--- src/rtl/snax_alu_acc_if.sv ---
// Stream-side bundle of the SNAX ALU output accumulator: PE result input plus registered output port.
interface snax_alu_acc_if #(
  parameter int DataWidth = 64
);
  logic [2*DataWidth-1:0] c_i;
  logic                   c_valid_i;
  logic                   c_ready_o;
  logic                   acc_ready_o;
  logic [2*DataWidth-1:0] out_o;
  logic                   out_valid_o;
  logic                   out_ready_i;

  modport slave (
    input  c_i, c_valid_i, out_ready_i,
    output c_ready_o, acc_ready_o, out_o, out_valid_o
  );

  modport master (
    output c_i, c_valid_i, out_ready_i,
    input  c_ready_o, acc_ready_o, out_o, out_valid_o
  );
endinterface

--- src/rtl/snax_alu_acc.sv ---
// Output accumulator behind the SNAX ALU PE: pass-through or sums acc_len beats per output,
// emitting num_out results through a registered valid/ready slot.
module snax_alu_acc #(
  parameter int DataWidth = 64,
  parameter int CntWidth  = 8
) (
  input  logic                clk_i,
  input  logic                rst_i,
  input  logic                start_i,
  input  logic                acc_en_i,
  input  logic [CntWidth-1:0] acc_len_i,
  input  logic [CntWidth-1:0] num_out_i,
  output logic                busy_o,
  snax_alu_acc_if.slave       io
);

  localparam int W = 2 * DataWidth;

  typedef enum logic [1:0] {IDLE, RUN, DRAIN} state_e;

  state_e              state_q, state_d;
  logic [W-1:0]        acc_q, acc_d;
  logic [W-1:0]        out_q, out_d;
  logic                out_valid_q, out_valid_d;
  logic [CntWidth-1:0] beat_q, beat_d;
  logic [CntWidth-1:0] outcnt_q, outcnt_d;
  logic [CntWidth-1:0] len_q, len_d;
  logic [CntWidth-1:0] numout_q, numout_d;

  logic finalBeat;
  logic outHs;
  logic cReady;
  logic cAccept;

  always_ff @(posedge clk_i or posedge rst_i) begin
    if (rst_i) begin
      state_q     <= IDLE;
      acc_q       <= '0;
      out_q       <= '0;
      out_valid_q <= 1'b0;
      beat_q      <= '0;
      outcnt_q    <= '0;
      len_q       <= '0;
      numout_q    <= '0;
    end else begin
      state_q     <= state_d;
      acc_q       <= acc_d;
      out_q       <= out_d;
      out_valid_q <= out_valid_d;
      beat_q      <= beat_d;
      outcnt_q    <= outcnt_d;
      len_q       <= len_d;
      numout_q    <= numout_d;
    end
  end

  // The output slot only gates final beats; c_ready depends on state and out_ready, never on c_valid.
  always_comb begin
    finalBeat = (beat_q == CntWidth'(len_q - 1'b1));
    outHs     = out_valid_q && io.out_ready_i;
    cReady    = (state_q == RUN) && (!finalBeat || !out_valid_q || io.out_ready_i);
    cAccept   = cReady && io.c_valid_i;

    state_d     = state_q;
    acc_d       = acc_q;
    out_d       = out_q;
    out_valid_d = out_valid_q;
    beat_d      = beat_q;
    outcnt_d    = outcnt_q;
    len_d       = len_q;
    numout_d    = numout_q;

    if (outHs) begin
      out_valid_d = 1'b0;
    end

    case (state_q)
      IDLE: begin
        if (start_i && (num_out_i != '0)) begin
          state_d  = RUN;
          numout_d = num_out_i;
          len_d    = (!acc_en_i || (acc_len_i == '0)) ? CntWidth'(1) : acc_len_i;
          acc_d    = '0;
          beat_d   = '0;
          outcnt_d = '0;
        end
      end
      RUN: begin
        if (cAccept) begin
          if (finalBeat) begin
            out_d       = acc_q + io.c_i;
            out_valid_d = 1'b1;
            acc_d       = '0;
            beat_d      = '0;
            outcnt_d    = outcnt_q + 1'b1;
            if (outcnt_q == CntWidth'(numout_q - 1'b1)) begin
              state_d = DRAIN;
            end
          end else begin
            acc_d  = acc_q + io.c_i;
            beat_d = beat_q + 1'b1;
          end
        end
      end
      DRAIN: begin
        if (outHs) begin
          state_d  = IDLE;
          acc_d    = '0;
          beat_d   = '0;
          outcnt_d = '0;
        end
      end
      default: state_d = IDLE;
    endcase
  end

  assign io.c_ready_o   = cReady;
  assign io.acc_ready_o = cReady;
  assign io.out_o       = out_q;
  assign io.out_valid_o = out_valid_q;
  assign busy_o         = (state_q != IDLE);

endmodule

--- src/flat_wrapper.sv ---
// flat-port wrapper written by rule: the top's interface ports become plain ports
module snax_alu_acc_flat 
#(
  parameter int DataWidth = 64,
  parameter int CntWidth  = 8
)
  (clk_i, rst_i, start_i, acc_en_i, acc_len_i, num_out_i, busy_o, io_c_i, io_c_valid_i, io_out_ready_i, io_c_ready_o, io_acc_ready_o, io_out_o, io_out_valid_o);
  snax_alu_acc_if #(.DataWidth(DataWidth)) io_i ();
  input  logic clk_i;
  input  logic rst_i;
  input  logic start_i;
  input  logic acc_en_i;
  input  logic [CntWidth-1:0] acc_len_i;
  input  logic [CntWidth-1:0] num_out_i;
  output logic busy_o;
  input wire logic [$bits(io_i.c_i)-1:0] io_c_i;
  input wire logic [$bits(io_i.c_valid_i)-1:0] io_c_valid_i;
  input wire logic [$bits(io_i.out_ready_i)-1:0] io_out_ready_i;
  output wire logic [$bits(io_i.c_ready_o)-1:0] io_c_ready_o;
  output wire logic [$bits(io_i.acc_ready_o)-1:0] io_acc_ready_o;
  output wire logic [$bits(io_i.out_o)-1:0] io_out_o;
  output wire logic [$bits(io_i.out_valid_o)-1:0] io_out_valid_o;
  assign io_i.c_i = io_c_i;
  assign io_i.c_valid_i = io_c_valid_i;
  assign io_i.out_ready_i = io_out_ready_i;
  assign io_c_ready_o = io_i.c_ready_o;
  assign io_acc_ready_o = io_i.acc_ready_o;
  assign io_out_o = io_i.out_o;
  assign io_out_valid_o = io_i.out_valid_o;
  snax_alu_acc #(.DataWidth(DataWidth), .CntWidth(CntWidth)) u_core (.clk_i(clk_i), .rst_i(rst_i), .start_i(start_i), .acc_en_i(acc_en_i), .acc_len_i(acc_len_i), .num_out_i(num_out_i), .busy_o(busy_o), .io(io_i));
endmodule
--- config.mk ---
export PLATFORM = sky130hd
export DESIGN_NAME = snax_alu_acc_flat
export DESIGN_NICKNAME = d
export VERILOG_FILES = /design/src/rtl/snax_alu_acc_if.sv /design/src/rtl/snax_alu_acc.sv /design/src/flat_wrapper.sv
export SDC_FILE = /design/constraint.sdc
export NUM_CORES = 1
export LEC_CHECK = 0
export BUFFER_PORTS_ARGS = -buffer_cell sky130_fd_sc_hd__buf_2
export CORE_MARGIN = 10
export CORE_UTILIZATION = 53
export CTS_CLUSTER_DIAMETER = 80
export CTS_CLUSTER_SIZE = 14
export DETAILED_ROUTE_END_ITERATION = 10
export PLACE_DENSITY_LB_ADDON = 0.25
export SKIP_LAST_GASP = 1
export SYNTH_ARGS = -nofsm -noshare
export SYNTH_HDL_FRONTEND = slang
export SYNTH_SLANG_ARGS = --single-unit
--- constraint.sdc ---
create_clock -name clk_i -period 12.5 [get_ports clk_i]
set_clock_uncertainty 0.15 [all_clocks]
set_input_delay 3.75 -clock clk_i [delete_from_list [all_inputs] [get_ports clk_i]]
set_output_delay 3.75 -clock clk_i [all_outputs]
set_load 0.02 [all_outputs]
# Word-level counts from Yosys, hierarchy flattened
# Cells that the tools add are included.
dict set report totals {
  wordCells 66
  in_bits 150
  register_bits 291
  out_inout_bits 132
}
dict set report op_classes {
  addsub 5
  n_reduce_logical 20
  n_mux 24
  eq_ne 9
}
# cell count
set op_table {}
lappend op_table {{two-way mux 128 bit} 4}
lappend op_table {{case mux 128 bit (3 select lines)} 1}
lappend op_table {{adder 128 bit} 1}
lappend op_table {{two-way mux 8 bit} 7}
lappend op_table {{case mux 8 bit (3 select lines)} 2}
lappend op_table {{adder 8 x 1 -> 8 bit, second input constant} 2}
lappend op_table {{== test 8 bit} 2}
lappend op_table {{subtractor 8 x 1 -> 8 bit, second input constant} 2}
lappend op_table {{two-way mux 2 bit} 5}
lappend op_table {{AND reduction 5 bit} 2}
lappend op_table {{zero test 8 bit} 1}
lappend op_table {{!= test 2 x 1 -> 1 bit, second input constant} 4}
lappend op_table {{nonzero test 8 bit} 1}
lappend op_table {{case mux 2 bit (3 select lines)} 1}
lappend op_table {{logical AND 1 bit} 4}
lappend op_table {{two-way mux 1 bit} 4}
lappend op_table {{AND reduction 4 bit} 1}
lappend op_table {{zero test 1 bit} 3}
lappend op_table {{logical OR 1 bit} 3}
lappend op_table {{AND reduction 3 bit} 1}
lappend op_table {{nonzero test 3 bit} 1}
lappend op_table {{== test 2 x 1 -> 1 bit, second input constant} 1}
lappend op_table {{== test 2 bit, second input constant} 1}
lappend op_table {{zero test 2 bit} 1}
lappend op_table {{other kinds (3)} 3}

# Logic depth before layout (Yosys ltp)
# Gate-level depths: netlist of run 1.
dict set report depth {
  word_depth 9
  depth_mapped 14
  mapped_depth_nobuf 14
}

# Worst setup path before layout of run 1
# OpenSTA, ideal clock, no wires.
dict set report synth_path {
  kind {input-to-output}
  from {in io_out_ready_i}
  to {out io_c_ready_o}
  arrival_time_ns 4.519
  n_path_buf 1
  required_ns 8.600
  cell_stages 3
  slack_ns 4.081
  path_cell_list {inv_1 > a31oi_1 > buf_4}
}
dict set report synth_via {
  elab_chain_cells 2
}
# item line_no
set synth_rtl {}
lappend synth_rtl {{from (decl)} flat_wrapper.sv:18} ;# input wire logic [$bits(io_i.out_ready_i)-1:0] io_out_ready_i;
lappend synth_rtl {{logical OR 1 bit} snax_alu_acc.sv:61} ;# cReady = (state_q == RUN) && (!finalBeat || !out_valid_q || io.out_ready_i);
lappend synth_rtl {{logical AND 1 bit} snax_alu_acc.sv:61}
lappend synth_rtl {{to (decl)} flat_wrapper.sv:19} ;# output wire logic [$bits(io_i.c_ready_o)-1:0] io_c_ready_o;
# Every way passes these cells.

# Final worst setup path of run 1
dict set report layout_path {
  from {in io_out_ready_i}
  to {out io_acc_ready_o}
}
dict set report layout_via {
  elab_chain_cells 2
}
# item line_no
set layout_rtl {}
lappend layout_rtl {{logical OR 1 bit} snax_alu_acc.sv:61}
lappend layout_rtl {{logical AND 1 bit} snax_alu_acc.sv:61}
lappend layout_rtl {{to (decl)} flat_wrapper.sv:20} ;# output wire logic [$bits(io_i.acc_ready_o)-1:0] io_acc_ready_o;
# Every way passes these cells.

==> impl_results.rst, run 1 <==
.. list-table::
   :header-rows: 1

   * - Metric
     - Value
   * - Number of setup buffers added after CTS
     - 0
   * - Final Routed Wirelength
     - roughly 63000 um
   * - Clock slew at reported path FFs
     - 0.07 ns
   * - Crit path launch type
     - input pin
   * - IO Pins
     - 282
   * - Share of final-layout standard cells stronger than drive strength 1
     - 14.6%
   * - Synth warn
     - 0
   * - Drt wl/cell
     - 20.8 um
   * - Number of enable-type register cells in the synthesized netlist
     - 0
   * - Number of buffers inserted during clock tree synthesis
     - 25
   * - Post-synth top flop
     - sky130_fd_sc_hd__dfrtp_1
   * - Horizontal extent of the die
     - 212 um
   * - Static leakage power
     - 10.7 nW
   * - Maximum buffer depth of the clock tree
     - 3
   * - Worst supply voltage drop on vdd
     - 0.000651 V
   * - Mapped cell area
     - 19600 um2
   * - H-tree depth reported by CTS
     - 1
   * - GP Congestion
     - 0.947
   * - Netlist cell types
     - 67
   * - Antenna diode instance count
     - 0
   * - Vias in the first global route
     - 18.0k
   * - Total congestion overflow after global routing
     - 0
   * - Endpoint class of the critical path
     - output pin
   * - Synth top area share
     - a little under two fifths
   * - Count of buffers inserted at the top-level ports
     - between 200 and 300
   * - Area growth from synthesis to layout
     - 11.7%
   * - Post-layout instance area
     - roughly 22000 um2
   * - Worst endpoint data arrival time
     - 4.53 ns
   * - Final Setup Violations
     - 0
   * - Drt initial violations
     - 1458
   * - Number of instances in the synthesized netlist
     - around 2.4k
   * - Type of the most critical hold path
     - reg2reg
   * - Initial core utilization
     - 53.7%
   * - Power density over cell area
     - 294 nW/um2
   * - Clock Latency Late Sink
     - 0.59 ns
   * - Total nets after synthesis
     - 2649
   * - Router iterations before antenna repair
     - 7
   * - Remaining number of nets flagged by the antenna check after routing
     - 0
   * - NumNets Final
     - 2835
   * - Number of antenna violations at the first check in global routing
     - 1
   * - Final Critical Period
     - 8.43 ns
   * - First-pass GRT wire length
     - a little under 100000 um
   * - Final slew viol count
     - 0
   * - Post-cts resize count
     - 0
   * - Cell type with the highest aggregate area in the netlist
     - sky130_fd_sc_hd__dfrtp_1
   * - Area after detailed placement
     - 21200 um2
   * - Kind of critical path
     - in2out
   * - Worst Max-Slew Pin Slew
     - 1.07 ns
   * - Worst-path fanout max
     - 4
   * - Clock Sink Count
     - 291
   * - Setup repair after global routing missed its margin
     - no
   * - Number of hold buffers added after CTS
     - 0
   * - Part of the Yosys area used for sequential elements
     - 37.2%
   * - Die Outline Area
     - ~45000 um2
   * - Avg Cell Area, Syn
     - 8.28 um2
   * - Max capacitance violation total
     - 0
   * - HPWL reported at the end of detailed placement
     - slightly below 50000 um
   * - Worst-case headroom to the max-slew limit
     - 28.7%
   * - Buffer type at the clock tree root
     - sky130_fd_sc_hd__clkbuf_16
   * - Post-synthesis register bit count
     - 291
   * - Largest cells by area after synthesis
     - sky130_fd_sc_hd__dfrtp_1 37%, sky130_fd_sc_hd__nand2_1 9.3%, sky130_fd_sc_hd__ha_1 8.4%
   * - Proportion of synthesized flip-flops having asynchronous set or reset
     - 100%
   * - Run status
     - complete, no violations
   * - Final critical-path share of the clock period
     - 67.4%
   * - TritonCTS clock tree
     - yes
   * - Setup total negative slack
     - 0 ns
   * - Routed vias
     - ~18k
   * - Final count of hold timing violations
     - 0
   * - Highest achievable clock rate
     - around 120 MHz
   * - Largest net degree at the start of global routing
     - 200
   * - Die Height
     - 212 um
   * - Core Region
     - between 30000 and 40000 um2
   * - DRC
     - 0
   * - Tot GR Track Use
     - around 27%
   * - Number of cell rows
     - 70
   * - CP required
     - 8.60 ns
   * - Post-DR vias/cell
     - 6.06
## through the flow
step	util, %	cells	hold slack, ns	worst slack, ns	power [mW]
after floorplan	-	2367	0.303	0.566	4.48
after global placement	58.1	2994	0.302	4.09	5.60
after detailed placement	58.1	2994	0.307	4.09	5.66
after CTS	59.9	3023	0.324	4.07	6.41
after global routing	59.9	3023	0.343	4.04	6.92
final	59.9	3023	0.316	4.07	6.44
## power by group
part	leakage [nW]	internal [mW]	switching [mW]	total, mW
Combinational	6.50	1.42	2.61	4.03
Clock	0.331	0.365	0.366	0.731
Sequential	3.84	1.39	0.285	1.67
Total	10.7	3.17	3.26	6.44
## cell usage in the layout (no fill, tap or decap), types with 6 or more instances in the layout
cell,instances
sky130_fd_sc_hd__buf_4,10
sky130_fd_sc_hd__buf_2,281
sky130_fd_sc_hd__a22o_1,65
sky130_fd_sc_hd__nand2b_1,8
sky130_fd_sc_hd__o211ai_1,8
sky130_fd_sc_hd__o31ai_1,54
sky130_fd_sc_hd__a21boi_0,9
sky130_fd_sc_hd__nor2_1,144
sky130_fd_sc_hd__dfrtp_1,291
sky130_fd_sc_hd__or4_1,6
sky130_fd_sc_hd__a21oi_1,202
sky130_fd_sc_hd__xnor2_1,101
sky130_fd_sc_hd__nor3_1,35
sky130_fd_sc_hd__a221oi_1,7
sky130_fd_sc_hd__o21a_1,12
sky130_fd_sc_hd__or2_2,8
sky130_fd_sc_hd__and3_1,10
sky130_fd_sc_hd__a21o_1,59
sky130_fd_sc_hd__a31oi_1,23
sky130_fd_sc_hd__nand3_1,31
sky130_fd_sc_hd__a211oi_1,7
sky130_fd_sc_hd__nand2_1,483
sky130_fd_sc_hd__ha_1,131
sky130_fd_sc_hd__nor4_1,17
sky130_fd_sc_hd__clkbuf_16,25
sky130_fd_sc_hd__nand4_1,65
sky130_fd_sc_hd__o21ai_0,197
sky130_fd_sc_hd__xor2_1,55
sky130_fd_sc_hd__inv_1,45
sky130_fd_sc_hd__mux2_2,28
sky130_fd_sc_hd__nor2b_1,12
sky130_fd_sc_hd__or3_1,7
sky130_fd_sc_hd__o21bai_1,37
sky130_fd_sc_hd__and2_1,10
## layout make-up
type | instances | area [um2]
Clock inverter | 3 | 38.8
Tap cell | 468 | 586
Clock buffer | 26 | 639
Inverter | 46 | 180
Multi-Input combinational cell | 1897 | 11700
Sequential cell | 291 | 7280
Fill cell | 3331 | 14600
Timing Repair Buffer | 292 | 1500
## state kept, by name, summed over array words and instances (netlist names)
register	cells
u_core.outcnt_q	8
u_core.acc_q	128
u_core.io.out_o	128
u_core.beat_q	8
u_core.numout_q	8
u_core.state_q	2
u_core.len_q	8
u_core.io.out_valid_o	1
## logic make-up after synthesis
logic type / synth area share [%]
xor+xnor: 6.97
simple gates: 19.0
compound gates: 23.3
mux: 1.66
flops: 37.2
buf+inv: 3.51
fa+ha+maj: 8.47
## metal layers
layer,GRT usage (%),vias up,routed length [um]
met1,35.8,8831,27500
met4,6.55,2,1280
met5,0,-,12
met3,4.76,87,4220
met2,45.0,603,29900
li1,-,8782,-
## synth_stat cells, drive strengths merged (6+ instances only)
cell type	instances
nand2	484
dfrtp	291
a21oi	203
o21ai	202
nor2	146
ha	131
clkbuf	121
xnor2	101
nand4	66
a22o	65
a21o	59
xor2	55
o31ai	54
inv	46
o21bai	37
nor3	35
nand3	31
mux2	28
a31oi	23
nor4	17
buf	12
nor2b	12
o21a	12
a21boi	11
and2	11
and3	11
nand2b	9
or2	9
o211ai	8
a211oi	7
a221oi	7
or3	7
or4	6
## path summary, 6_finish.rpt
check                               startpoint                  end  slack [ns]  depth (start not counted)
hold / removal             u_core.io.out_o[36]  u_core.io.out_o[36]        0.32                          2
setup reg to reg               u_core.acc_q[0]  u_core.io.out_o[96]        7.88                         14
max in group asynchronous                rst_i  u_core.io.out_o[88]        7.62                          3
min in group asynchronous                rst_i  u_core.io.out_o[37]        3.13                          2
hold reg to reg            u_core.io.out_o[36]  u_core.io.out_o[36]        0.32                          2
setup / recovery                io_out_ready_i       io_acc_ready_o        4.07                          4
## critical path, stage by stage
cell	delay [ns]
sky130_fd_sc_hd__buf_2	0.11
sky130_fd_sc_hd__inv_1	0.05
sky130_fd_sc_hd__a31oi_1	0.37
sky130_fd_sc_hd__buf_2	0.25
Note: power is estimated with default switching activity, not from simulation.
==> run 2: changes to the inputs <==
--- a/config.mk
+++ b/config.mk
@@ -7,7 +7,7 @@
 export LEC_CHECK = 0
 export BUFFER_PORTS_ARGS = -buffer_cell sky130_fd_sc_hd__buf_2
 export CORE_MARGIN = 10
-export CORE_UTILIZATION = 53
+export CORE_UTILIZATION = 59
 export CTS_CLUSTER_DIAMETER = 80
 export CTS_CLUSTER_SIZE = 14
 export DETAILED_ROUTE_END_ITERATION = 10
==> constraint.sdc (replaced) <==
create_clock -name clk_i -period 8.3 [get_ports clk_i]
set_clock_uncertainty 0.15 [all_clocks]
set_input_delay 2.49 -clock clk_i [delete_from_list [all_inputs] [get_ports clk_i]]
set_output_delay 2.49 -clock clk_i [all_outputs]
set_load 0.02 [all_outputs]
==> impl_results.rst, run 2 (same netlist as run 1, synthesis figures left out) <==
.. list-table::
   :header-rows: 1

   * - Metric
     - Value
   * - Run status
     - complete, no violations
   * - Worst-path fanout max
     - 4
   * - Die Height
     - 202 um
   * - Router iterations before antenna repair
     - 6
   * - Count of buffers inserted at the top-level ports
     - 281
   * - Kind of critical path
     - in2reg
   * - Drt wl/cell
     - 21.3 um
   * - Setup repair after global routing missed its margin
     - no
   * - Endpoint class of the critical path
     - flop
   * - Drt initial violations
     - 1543
   * - Worst supply voltage drop on vdd
     - 0.000426 V
   * - Number of antenna violations at the first check in global routing
     - 1
   * - Power density over cell area
     - about 450 nW/um2
   * - Multi-input gate area
     - 11700 um2
   * - Clock Latency Late Sink
     - 0.58 ns
   * - Final count of hold timing violations
     - 0
   * - Type of the most critical hold path
     - reg2reg
   * - Buffer type at the clock tree root
     - sky130_fd_sc_hd__clkbuf_16
   * - Final Critical Period
     - 6.36 ns
   * - Max capacitance violation total
     - 0
   * - Worst-case headroom to the max-slew limit
     - between 20% and 30%
   * - Flop2flop setup slack
     - 3.59 ns
   * - Largest net degree at the start of global routing
     - roughly 160
   * - Highest-delay cell along the critical path
     - sky130_fd_sc_hd__a2bb2oi_1
   * - Commonest non-fill, non-tap cell in the layout
     - sky130_fd_sc_hd__nand2_1
   * - Number of setup buffers added after CTS
     - 0
   * - Overall power
     - 9.75 mW
   * - Remaining number of nets flagged by the antenna check after routing
     - 0
   * - Clock slew at reported path FFs
     - approximately 0.06 ns
   * - Critical Path Most Common Cell
     - sky130_fd_sc_hd__o21ai_0
   * - Final Setup Violations
     - 0
   * - Fill cell count
     - about 2.8k
   * - Final slew viol count
     - 0
   * - CP max stage delay
     - 0.54 ns
   * - Routed vias
     - 18.6k
   * - GP Congestion
     - 1.02
   * - Worst hold endpoint
     - u_core.io.out_o[63]
   * - Horizontal extent of the die
     - 202 um
   * - CP required
     - 8.60 ns
   * - Highest achievable clock rate
     - 157 MHz
   * - Worst endpoint data arrival time
     - approximately 6.7 ns
   * - IO Pins
     - 282
   * - TritonCTS clock tree
     - yes
   * - Final Routed Wirelength
     - 63900 um
   * - NumNets Final
     - 2835
   * - Core Region
     - 32600 um2
   * - First-pass GRT wire length
     - 100000 um
   * - Die Outline Area
     - 40900 um2
   * - HPWL reported at the end of detailed placement
     - 49200 um
   * - Area growth from synthesis to layout
     - 11.6%
   * - Cells along the critical path
     - buf_2 -> ha_1 -> fa_1 -> a211oi_1 -> o21ai_0 -> a21boi_0 -> o22a_1 -> a31oi_1 -> nor2_1 -> a2bb2oi_1 -> o31a_1 -> o21ai_0 -> a21oi_1 -> xnor2_1 -> mux2_2
   * - Total congestion overflow after global routing
     - 0
   * - Initial core utilization
     - between 60% and 70%
   * - H-tree depth reported by CTS
     - 1
   * - Reg area
     - 7280 um2
   * - Most frequent cells in the layout
     - 483 x sky130_fd_sc_hd__nand2_1, 291 x sky130_fd_sc_hd__dfrtp_1, 281 x sky130_fd_sc_hd__buf_2
   * - Number of cell rows
     - 66
   * - Maximum buffer depth of the clock tree
     - 3
   * - Number of buffers inserted during clock tree synthesis
     - 25
   * - Tot GR Track Use
     - 30.0%
   * - Post-DR vias/cell
     - 6.20
   * - DRC
     - 0
   * - Static leakage power
     - 10.7 nW
   * - Capturing point of the worst reg2reg path
     - u_core.io.out_o[96]
   * - Final critical-path share of the clock period
     - 76.7%
   * - Setup total negative slack
     - 0 ns
   * - Post-cts resize count
     - 0
   * - Number of cells on the worst reg-to-reg path
     - 14
   * - Reg-to-reg critical path startpoint
     - u_core.acc_q[0]
   * - Vias in the first global route
     - 18.2k
   * - Share of final-layout standard cells stronger than drive strength 1
     - 14.6%
   * - Number of hold buffers added after CTS
     - 0
   * - Utilization of the core after routing
     - about 67%
   * - Hold path depth
     - 2
   * - Worst Max-Slew Pin Slew
     - 1.07 ns
   * - Crit path launch type
     - input pin
   * - Clock Sink Count
     - 291
   * - Worst Min Path Start
     - u_core.io.out_o[63]
run 2: cell type report:
class	instances	area share [%]
diodes	1	0.0114
clock buffers	25	2.86
clock inverters	4	0.252
inverters	46	0.807
multi-input cells	1897	53.3
flip-flops and latches	291	33.3
well taps	442	2.53
repair buffers	292	6.92
run 2: metrics by stage:
| step | cells | hold WS, ns | area [um2] | setup slack, ns |
|---|---|---|---|---|
| 6_report | 2998 | 0.321 | 21900 | 1.94 |
| 5_1_grt | 2997 | 0.340 | 21900 | 1.88 |
| 4_1_cts | 2997 | 0.323 | 21900 | 2.13 |
| 3_5_place_dp | 2968 | 0.307 | 21200 | 1.54 |
| 3_3_place_gp | 2968 | 0.303 | 21200 | 1.57 |
| 2_1_floorplan | 2367 | 0.303 | 19600 | 1.80 |
run 2: power by group:
part,leakage (nW),internal (mW),switching [mW]
logic,6.50,2.13,3.97
clock network,0.331,0.567,0.534
registers,3.84,2.09,0.456
run 2: worst max-delay path, delay by kind of cell:
family | cells | cell delay [ns]
AOI/OAI and AO/OA | 9 | 2.53
xor gates and xnor gates | 1 | 0.19
adders and majority gates | 2 | 0.65
muxes | 1 | 0.32
buffers and inverters | 1 | 0.10
and+or+nand+nor | 1 | 0.40
run 2: worst max path at each step:
stage,startpoint,to,slack (ns),cells past startpoint
finish,io_c_i[0],u_core.io.out_o[96],1.94,15
global route,io_c_i[0],u_core.io.out_o[96],1.88,15
CTS,io_c_i[0],u_core.io.out_o[96],2.13,15
detailed placement,io_c_i[0],u_core.io.out_o[96],1.54,15
global placement,io_c_i[0],u_core.io.out_o[88],1.57,15
floorplan,rst_i,u_core.acc_q[0],1.80,1
run 2: metal layers:
metal  vias to the layer above  track usage [%]  routed length (um)
met3                       103             5.68                4980
met1                      8945             39.7               27300
met4                         0             8.66                1830
li1                       8779                -                   -
met2                       768             49.0               29800
met5                         -                0                   0
==> run 3: changes to the inputs <==
==> constraint.sdc (replaced) <==
create_clock -name clk_i -period 6.2 [get_ports clk_i]
set_clock_uncertainty 0.15 [all_clocks]
set_input_delay 1.86 -clock clk_i [delete_from_list [all_inputs] [get_ports clk_i]]
set_output_delay 1.86 -clock clk_i [all_outputs]
set_load 0.02 [all_outputs]
==> impl_results.rst, run 3 (same netlist as run 1, synthesis figures left out) <==
.. list-table::
   :header-rows: 1

   * - Metric
     - Value
   * - Core Region
     - 32600 um2
   * - Reg-to-reg critical path startpoint
     - u_core.acc_q[16]
   * - Flop2flop setup slack
     - roughly 1.9 ns
   * - Drt initial violations
     - 1666
   * - CP max stage delay
     - 0.52 ns
   * - Commonest non-fill, non-tap cell in the layout
     - sky130_fd_sc_hd__nand2_1
   * - DRC
     - 0
   * - GP Congestion
     - 1.03
   * - CP required
     - 6.53 ns
   * - Highest achievable clock rate
     - 188 MHz
   * - Number of cell rows
     - 66
   * - Number of hold buffers added after CTS
     - 0
   * - Drt wl/cell
     - 21.2 um
   * - Crit path launch type
     - input pin
   * - Worst supply voltage drop on vdd
     - ~0.00064 V
   * - Endpoint of the most critical setup path
     - u_core.acc_q[112]
   * - Die Height
     - 202 um
   * - Count of buffers inserted at the top-level ports
     - 281
   * - Cell depth of the worst setup path
     - 14
   * - Number of buffers inserted during clock tree synthesis
     - 25
   * - Initial core utilization
     - 60.1%
   * - Power density over cell area
     - 598 nW/um2
   * - Type of the most critical hold path
     - reg2reg
   * - IO Pins
     - between 200 and 300
   * - Router iterations before antenna repair
     - 7
   * - Horizontal extent of the die
     - 202 um
   * - Post-DR vias/cell
     - 6.19
   * - Kind of critical path
     - in2reg
   * - Worst-path fanout max
     - 7
   * - Largest net degree at the start of global routing
     - around 130
   * - Highest-delay cell along the critical path
     - sky130_fd_sc_hd__or4_1
   * - Final Routed Wirelength
     - 63900 um
   * - Maximum buffer depth of the clock tree
     - 3
   * - Fin cells
     - 3018
   * - Remaining number of nets flagged by the antenna check after routing
     - 0
   * - Worst endpoint data arrival time
     - 5.67 ns
   * - Number of cells on the worst reg-to-reg path
     - 13
   * - Number of antenna violations at the first check in global routing
     - 0
   * - Number of setup buffers added after CTS
     - 0
   * - Start point of the critical path
     - io_c_i[16]
   * - Endpoint class of the critical path
     - flop
   * - NumNets Final
     - roughly 2.9k
   * - Tot GR Track Use
     - 30.1%
   * - HPWL reported at the end of detailed placement
     - 49800 um
   * - Cells along the critical path
     - buf_2 -> ha_1 -> nand4_2 -> or4_1 -> or2_0 -> o22a_1 -> a31oi_1 -> o211ai_1 -> a2111o_1 -> and3_4 -> o21ai_0 -> a21oi_1 -> xnor2_1 -> o31ai_1
   * - Run status
     - complete, no violations
   * - Number of placed instances, taps included
     - 2988
   * - Max capacitance violation total
     - 0
   * - Hold Worst Slack
     - between 0.3 and 0.4 ns
   * - Final Critical Period
     - ~5.3 ns
   * - Routed vias
     - about 19k
   * - Buffer type at the clock tree root
     - sky130_fd_sc_hd__clkbuf_16
   * - Final slew viol count
     - 0
   * - Clock Latency Late Sink
     - 0.59 ns
   * - Final Setup Violations
     - 0
   * - Worst Path Buf+Inv
     - 1
   * - TritonCTS clock tree
     - yes
   * - Capturing point of the worst reg2reg path
     - u_core.acc_q[112]
   * - Static leakage power
     - 10.8 nW
   * - Most frequent cells in the layout
     - 483 x sky130_fd_sc_hd__nand2_1, 291 x sky130_fd_sc_hd__dfrtp_1, 281 x sky130_fd_sc_hd__buf_2
   * - Post-cts resize count
     - 0
   * - Share of final-layout standard cells stronger than drive strength 1
     - 15.3%
   * - Utilization of the core after routing
     - 67.5%
   * - Area growth from synthesis to layout
     - 12.4%
   * - First-pass GRT wire length
     - a little over 100000 um
   * - Setup repair after global routing missed its margin
     - no
   * - Final critical-path share of the clock period
     - 86.0%
   * - Setup total negative slack
     - 0 ns
   * - Clock Sink Count
     - 291
   * - Worst-case headroom to the max-slew limit
     - 28.0%
   * - Total congestion overflow after global routing
     - 0
   * - H-tree depth reported by CTS
     - 1
   * - Die Outline Area
     - 40900 um2
   * - Kind of cell adding the most delay to the critical path
     - compound AO/OA/AOI/OAI gates
   * - Clock slew at reported path FFs
     - 0.06 ns
   * - Vias in the first global route
     - 18.1k
   * - Final count of hold timing violations
     - 0
   * - Worst Max-Slew Pin Slew
     - 1.08 ns
[run 3: cell count changes in the layout (fill, tap and decap cells not counted), sizes merged]
cell / before / now
buf: 292 / 312
clkinv: 0 / 1
clkbuf: 25 / 26
clkinvlp: 2 / 1
inv: 47 / 46
[run 3: power by group]
group,internal [mW],switching (mW)
Sequential,2.79,0.634
Combinational,2.91,5.32
Clock,0.778,0.734
Total,6.48,6.69
[run 3: stage by stage]
step | worst slack, ns | total power [mW] | cell area (um2)
2_1_floorplan | 0.329 | 9.04 | 19600
3_3_place_gp | 0.343 | 11.4 | 21300
3_5_place_dp | 0.247 | 11.5 | 21300
4_1_cts | 0.837 | 13.1 | 22000
5_1_grt | 0.612 | 14.1 | 22000
6_report | 0.870 | 13.2 | 22000
[run 3: metal layers]
layer / vias to the layer above / global-route usage (%) / wire length, um
met5: - / 0 / 0
met3: 89 / 5.25 / 4990
li1: 8830 / - / -
met4: 0 / 6.77 / 1440
met1: 9019 / 42.0 / 28400
met2: 737 / 47.7 / 29100
[run 3: final cells by class]
type                            instances  area, um2
Multi-Input combinational cell       1897      11700
Fill cell                            2724      10600
Sequential cell                       291       7280
Timing Repair Buffer                  312       1650
Clock buffer                           26        639
Tap cell                              442        553
Inverter                               46        176
Clock inverter                          3       66.3
Antenna cell                            1       2.50
[run 3: worst min path at each step]
stage | cells past startpoint | endpoint | from
after detailed placement | 2 | u_core.io.out_o[91] | u_core.io.out_o[91]
after global routing | 2 | u_core.io.out_o[36] | u_core.io.out_o[36]
after floorplan | 2 | u_core.acc_q[102] | u_core.acc_q[102]
final | 2 | u_core.io.out_o[63] | u_core.io.out_o[63]
after CTS | 2 | u_core.io.out_o[65] | u_core.io.out_o[65]
after global placement | 2 | u_core.io.out_o[120] | u_core.io.out_o[120]
[run 3: worst register-to-register path, delay by kind of cell (launching register included)]
family	cells	cell delay, ns
adder cells (fa/ha/maj)	1	0.43
AND/OR/NAND/NOR	4	1.17
flip-flops	1	0.40
XOR/XNOR	1	0.18
AO/OA/AOI/OAI	7	1.94
